===== src/rtl/fifo_arb_pkg.sv =====
// Shared types and helpers for the round-robin FIFO write arbiter.
package fifo_arb_pkg;

  localparam int unsigned ARB_N_REQ = 4;
  localparam int unsigned IDXW      = $clog2(ARB_N_REQ);
  localparam int unsigned ONEHOT_W  = 32;

  typedef enum logic {ARB_IDLE, ARB_OWN} arb_state_t;

  // Wide one-hot; callers truncate to their requester count.
  function automatic logic [ONEHOT_W-1:0] onehot(input int unsigned idx);
    onehot = ONEHOT_W'(1) << idx;
  endfunction

endpackage


===== src/rtl/rr_picker.sv =====
// Rotate-priority picker: first requester after `last`, wrapping, `last` itself scanned last.
module rr_picker #(
  parameter int unsigned N_REQ = 4
) (
  input  logic [N_REQ-1:0]         req,
  input  logic [$clog2(N_REQ)-1:0] last,
  output logic                     valid,
  output logic [$clog2(N_REQ)-1:0] idx
);

  localparam int unsigned IW = $clog2(N_REQ);

  always_comb begin : scan
    int unsigned pos;
    valid = 1'b0;
    idx   = '0;
    pos   = 0;
    // walk from farthest to nearest so the nearest requester overwrites
    for (int k = int'(N_REQ); k >= 1; k--) begin
      pos = (32'(last) + 32'(k)) % N_REQ;
      if (req[pos[IW-1:0]]) begin
        valid = 1'b1;
        idx   = pos[IW-1:0];
      end
    end
  end

endmodule


===== src/rtl/fifo_rr_write_arbiter.sv =====
// Shares one FIFO write port between N_REQ producers with round-robin, burst-bounded grants.
module fifo_rr_write_arbiter
  import fifo_arb_pkg::*;
#(
  parameter int unsigned N_REQ = 4,
  parameter int unsigned WIDTH = 8,
  parameter int unsigned BURST = 4
) (
  input  logic                   clk,
  input  logic                   rst_n,
  input  logic [N_REQ-1:0]       req,
  input  logic [N_REQ*WIDTH-1:0] req_data,
  output logic [N_REQ-1:0]       gnt,
  input  logic                   fifo_full,
  output logic                   fifo_write,
  output logic [WIDTH-1:0]       fifo_data,
  output logic [N_REQ-1:0]       xfer
);

  localparam int unsigned IW = $clog2(N_REQ);
  localparam int unsigned CW = $clog2(BURST) + 1;
  localparam logic [CW-1:0] BCNT_LAST = CW'(BURST - 1);

  arb_state_t       state_q, state_d;
  logic [IW-1:0]    owner_q, owner_d;
  logic [IW-1:0]    last_q, last_d;
  logic [CW-1:0]    bcnt_q, bcnt_d;
  logic [N_REQ-1:0] gnt_d;
  logic [N_REQ-1:0] owner_oh;
  logic [IW-1:0]    pick_last;
  logic [IW-1:0]    pick_idx;
  logic             pick_valid;
  logic             owning;
  logic             wr;
  logic             release_c;
  logic             others;

  // In OWN the only re-pick happens on release, where last becomes the owner.
  assign pick_last = (state_q == ARB_OWN) ? owner_q : last_q;

  rr_picker #(.N_REQ(N_REQ)) u_picker (
    .req   (req),
    .last  (pick_last),
    .valid (pick_valid),
    .idx   (pick_idx)
  );

  // Write path; reset suppresses the strobe so no word is written mid-reset.
  always_comb begin
    owner_oh   = N_REQ'(onehot(32'(owner_q)));
    owning     = (state_q == ARB_OWN) && !rst_n;
    wr         = owning && req[owner_q] && !fifo_full;
    fifo_write = wr;
    fifo_data  = owning ? req_data[owner_q*WIDTH +: WIDTH] : '0;
    xfer       = wr ? owner_oh : '0;
    release_c  = (state_q == ARB_OWN) && (!req[owner_q] || (wr && (bcnt_q == BCNT_LAST)));
    others     = |(req & ~owner_oh);
  end

  // Next-state and grant logic
  always_comb begin
    state_d = state_q;
    owner_d = owner_q;
    last_d  = last_q;
    bcnt_d  = bcnt_q;
    case (state_q)
      ARB_IDLE: begin
        if (pick_valid) begin
          state_d = ARB_OWN;
          owner_d = pick_idx;
          bcnt_d  = '0;
        end
      end
      ARB_OWN: begin
        if (wr) bcnt_d = bcnt_q + CW'(1);
        if (release_c) begin
          last_d = owner_q;
          bcnt_d = '0;
          if (others && pick_valid) owner_d = pick_idx;
          else                      state_d = ARB_IDLE;
        end
      end
      default: state_d = ARB_IDLE;
    endcase
    gnt_d = (state_d == ARB_OWN) ? N_REQ'(onehot(32'(owner_d))) : '0;
  end

  always_ff @(posedge clk) begin
    if (rst_n) begin
      state_q <= ARB_IDLE;
      owner_q <= '0;
      last_q  <= IW'(N_REQ - 1);
      bcnt_q  <= '0;
      gnt     <= '0;
    end else begin
      state_q <= state_d;
      owner_q <= owner_d;
      last_q  <= last_d;
      bcnt_q  <= bcnt_d;
      gnt     <= gnt_d;
    end
  end

endmodule


===== config.mk =====
export PLATFORM = sky130hd
export DESIGN_NAME = fifo_rr_write_arbiter
export DESIGN_NICKNAME = d
export VERILOG_FILES = /design/src/rtl/fifo_arb_pkg.sv /design/src/rtl/rr_picker.sv /design/src/rtl/fifo_rr_write_arbiter.sv
export SDC_FILE = /design/constraint.sdc
export NUM_CORES = 1
export LEC_CHECK = 0
export CORE_MARGIN = 10
export CORE_UTILIZATION = 42
export CTS_CLUSTER_SIZE = 40
export DETAILED_ROUTE_END_ITERATION = 8
export PLACE_DENSITY_LB_ADDON = 0.25
export SYNTH_ARGS = -nofsm -noshare
export SYNTH_HDL_FRONTEND = slang
export SYNTH_HIERARCHICAL = 1
export SYNTH_SLANG_ARGS = --single-unit
export TNS_END_PERCENT = 20

===== constraint.sdc =====
create_clock -name clk -period 3.4 [get_ports clk]
set_clock_uncertainty 0.15 [all_clocks]
set_input_delay 0.34 -clock clk [delete_from_list [all_inputs] [get_ports clk]]
set_output_delay 0.34 -clock clk [all_outputs]
set_load 0.02 [all_outputs]

# Word-level counts from Yosys, hierarchy flattened
# Index checks and enable logic that the tools add are counted.
# totals
register_bits,12
in_bits,39
out_inout_bits,17
word_cells,72
# classes
add_sub_neg,5
n_lt_le_gt_ge,5
n_eq_ne,3
n_shift,3
muxes,33
bitwise_logic,4
n_reduce_logical,14
# op_table
op,count
variable part select 32 x 6 -> 8 bit,1
two-way mux 2 bit,8
< comparator 2 x 3 -> 1 bit (second input constant),5
two-way mux 1 bit,12
binary-select mux 1 bit (select 2 bit),5
two-way mux 3 bit,3
two-way mux 8 bit,1
<< shifter 1 x 2 -> 4 bit (first input constant),2
logical AND 1 bit,6
case mux 3 bit (2 select lines),1
adder 2 x 1 -> 2 bit (second input constant),2
adder 2 bit (second input constant),2
AND 4 bit,1
two-way mux 4 bit,1
inverter 4 bit,1
case mux 2 bit (2 select lines),1
AND reduction 2 bit,2
OR reduction 4 bit,1
adder 3 x 1 -> 3 bit (second input constant),1
== test 3 x 2 -> 1 bit (second input constant),1
logical NOT 1 bit,3
!= test 3 x 2 -> 1 bit (second input constant),1
!= test 2 bit (second input constant),1
inverter 1 bit,2
3 further kinds,3

# Depth between registers and ports, before layout
# depth
ltp_word,14
mapped_depth,9
mapped_depth_nobuf,7

# Modules after synthesis
# Netlist, hierarchy kept.
# by_module_without_submodules
mod,n_inst,cells_each,area_per_inst_um2,seq_area_each_um2
fifo_rr_write_arbiter,1,102,975.9,240.2
rr_picker,1,14,91.3,0.0

# Worst setup path before layout
# No wires, ideal clock.
# synth_path
kind,register to output
start,register state_q
end,output port xfer[0]
t_arrival_ps,1570
required_ps,2910
setup_slack_ps,1340
path_stages_with_launch,7
path_buffers,2
cell_sequence,dfxtp_1 clkbuf_1 nand2b_1 clkbuf_1 nor2_1 nand2_1 nor3_1
# synth_between
elab_chain_len,4
# synth_lines
item,line_no,source
from (decl),fifo_rr_write_arbiter.sv:24,"arb_state_t state_q, state_d;"
from (signal assigned),fifo_rr_write_arbiter.sv:96,state_q <= state_d;
logical AND 1 bit,fifo_rr_write_arbiter.sv:51,owning = (state_q == ARB_OWN) && !rst_n;
logical AND 1 bit (2 in series),fifo_rr_write_arbiter.sv:52,wr = owning && req[owner_q] && !fifo_full;
two-way mux 4 bit,fifo_rr_write_arbiter.sv:55,xfer = wr ? owner_oh : '0;
to (decl),fifo_rr_write_arbiter.sv:17,output logic [N_REQ-1:0] xfer
# No other way between the ends.

# Final worst setup path
# layout_path
start,register owner_q[0]
end,output port xfer[0]
# layout_between
elab_chain_len,5
word_cells_on_any_way,6
classes_between,shift (1); mux (3); reduce/logical (2)
# layout_lines
item,line_no,source
from (decl),fifo_rr_write_arbiter.sv:25,"logic [IW-1:0] owner_q, owner_d;"
from (signal assigned),fifo_rr_write_arbiter.sv:97,owner_q <= owner_d;
binary-select mux 1 bit (select 2 bit),fifo_rr_write_arbiter.sv:52,
two-way mux 1 bit (not written as such),fifo_rr_write_arbiter.sv:52,
logical AND 1 bit (2 in series),fifo_rr_write_arbiter.sv:52,
two-way mux 4 bit *,fifo_rr_write_arbiter.sv:55,
# Mark *: on every way between the ends. The rest lies on a longest branch, timed or not. The select of a mux whose other input is x is not followed.

==> impl_metrics.toml <==
[clock_tree]
cts-resized-gates = 0
cts_made_buffers = 3
htree_levels = 1
cts_setup_buffers = 0
cts_root_buf = "clkbuf_4"
clock_sinks = 12
hold_buffers = 0
cts_tree = "yes"
insertion_delay_ns = 0.27
cts_buffer_depth = 2
clkTransAtPathRegs_ns = 0.07

[critical_path]
end_kind = "output port"
cp_data_arrival_time_ns = 2.37
start_kind = "register"
ff2ff_path_depth = 5
timing.rr.end = "gnt[1]"
criticalPathCategory = "register to output port"
r2r_start = "owner_q[0]"
path_max_fanout = 12
cp_data_required_time_ns = 2.91
r2r_slack_ns = 1.04

[logic_synthesis]
ys_types = 33
yosysSeqAreaShare_pct = 22.5
yosys_warnings = 6
syn_inst = 116
synth_fp_nets = 157
synth_top_cell_by_area = "dfxtp_1"
synthFlopType = "dfxtp_1"
yosysMostFrequentCell = "nor2b_1"
synth_top_cell_area_share_pct = 22.5
synth-edff-count = 0
async_reset_ff_share_pct = 0
synth_seq_cells = 12
syn_area_mm2 = 0.00107
synthTopCellsByArea = "dfxtp_1 (23%), mux4_2 (11%), mux4_1 (9.8%)"
avgSynthCellArea_um2 = 9.20
synth_common_cells = "nor2b_1 (14), nor2_1 (13), dfxtp_1 (12)"

[timing]
timing_hold_violations_final = 0
rsz0062_at_grt = "false"
fin_setup_tns_ns = 0
whs_ns = 0.331
clock.fmax_mhz = 349
tightest_slew_ns = 0.464
fin_crit_ns = 2.86
slew_headroom_pct = 69.1
finalSetupViolations = 0
drv_slew = 0
timing.final.ws_setup_ns = 0.536
post-route-period-util_pct = 84.2

[floorplan]
ios = 56
start_util_pct = 43.5
coreArea_mm2 = 0.00245
dieArea_mm2 = 0.00496
die_h_um = 70.4
placementRows = 18
die_x_um = 70.4

[global_route]
grt_pass1_vias = 1157
grt_first_pass_wirelength_mm = 5.69
grt_overflow = 0
grt_max_degree = 19
grt_use_total_pct = 13.7
grt_antenna_before_repair = 0

[pwr]
leakage_nw = 0.666
comb_power_share_pct = 55.0
swShare_pct = 35.0
power_density_mw_per_mm2 = 390
power.switching_w = 0.000229
finalPower_w = 0.000655
seqPwrFrac_pct = 27.8
power.internal_w = 0.000426
vdd.ir_drop.worst_v = 0.000244
clock_power_share_pct = 17.2

[detailed_routing]
num_vias = 1084
drtPass1Iterations = 4
drc = 0
antenna_left = 0
vias_per_cell = 5.37
wirelength_mm = 3.39
drt_iter0_drc = 39
routedWlPerCell_um = 16.8

[finish]
diodes = 0
syn_to_final_growth_pct = 57.4
fin_cells = 202
num-nets-final = 214
fillers = 219
drive_above_1_share_pct = 11.6

[min_path]
hp-start = "last_q[0]"
whs_path_depth = 2
hold_path_class = "register to register"
min_to = "last_q[0]"

[run_status]
status = "complete, no violations"

[place]
gp_congestion = 0.820
portBuffers = 55
dp.cells = 198
pre_cts_slack_ns = 0.555
dp_hpwl_mm = 2.80

[run]
maxCapViolations = 0
[kinds of logic (layout without fill, tap and decap cells)]
logic type / after synthesis / count (layout) / synth area share, %
buffers and inverters: 14 / 70 / 5.98
multiplexers: 19 / 19 / 30.0
flip-flops: 12 / 12 / 22.5
AND/OR/NAND/NOR: 51 / 51 / 24.9
adder cells (fa/ha/maj): 2 / 2 / 2.34
AO/OA/AOI/OAI: 18 / 18 / 14.3
[metal layers]
metal	track usage, %	part of all wire (%)
met3	2.26	3.0
met4	6.36	1.4
met5	0	0
met1	13.9	38
met2	26.2	57
[sequential cells by signal, indices dropped and copies added, names as in the netlist]
register  flops
bcnt_q        3
state_q       1
owner_q       2
gnt           4
last_q        2
[worst max-delay path, cell delays in order, from the launching register on]
cell             delay (ns)
dfxtp_1                0.58
mux4_2                 0.62
nand2_1                0.27
nor3_1                 0.08
clkdlybuf4s50_1        0.56
[power by group through the flow]
stage / Clock (W) / Sequential [W] / Combinational [W]
floorplan: 0 / 0.000184 / 0.000233
global placement: 0 / 0.000184 / 0.000351
detailed placement: 0 / 0.000185 / 0.000360
CTS: 0.000115 / 0.000182 / 0.000362
global route: 0.000122 / 0.000185 / 0.000390
finish: 0.000112 / 0.000182 / 0.000360
[cell type report]
type,count,area [um^2],share of cell area [%]
Clock buffer,4,36.3,2.16
Tap cell,30,37.5,2.23
Multi-Input combinational cell,90,763,45.4
Sequential cell,12,240,14.3
Timing Repair Buffer,58,573,34.1
Inverter,8,30.0,1.79
[layout by cell type (no fill, tap or decap), drive strengths merged, types with 6 or more instances in the layout]
master          n
a21oi           6
clkdlybuf4s50  55
dfxtp          12
inv             8
mux2i           8
mux4            9
nand2           8
nand2b          6
nor2           13
nor2b          14
[worst max-delay path by stage]
stage | start | endpoint
final | owner_q[0] | xfer[0]
after global placement | req[1] | xfer[0]
after CTS | owner_q[0] | xfer[0]
after detailed placement | req[1] | xfer[0]
after global routing | owner_q[0] | xfer[0]
after floorplan | state_q | xfer[0]
[stage by stage]
step	instance area, um^2	utilization [%]
5_1_grt	1680	68.5
2_1_floorplan	1070	-
6_report	1680	68.5
3_3_place_gp	1640	67.0
3_5_place_dp	1640	67.0
4_1_cts	1680	68.5
No activity file was read; power rests on OpenSTA's default activity.
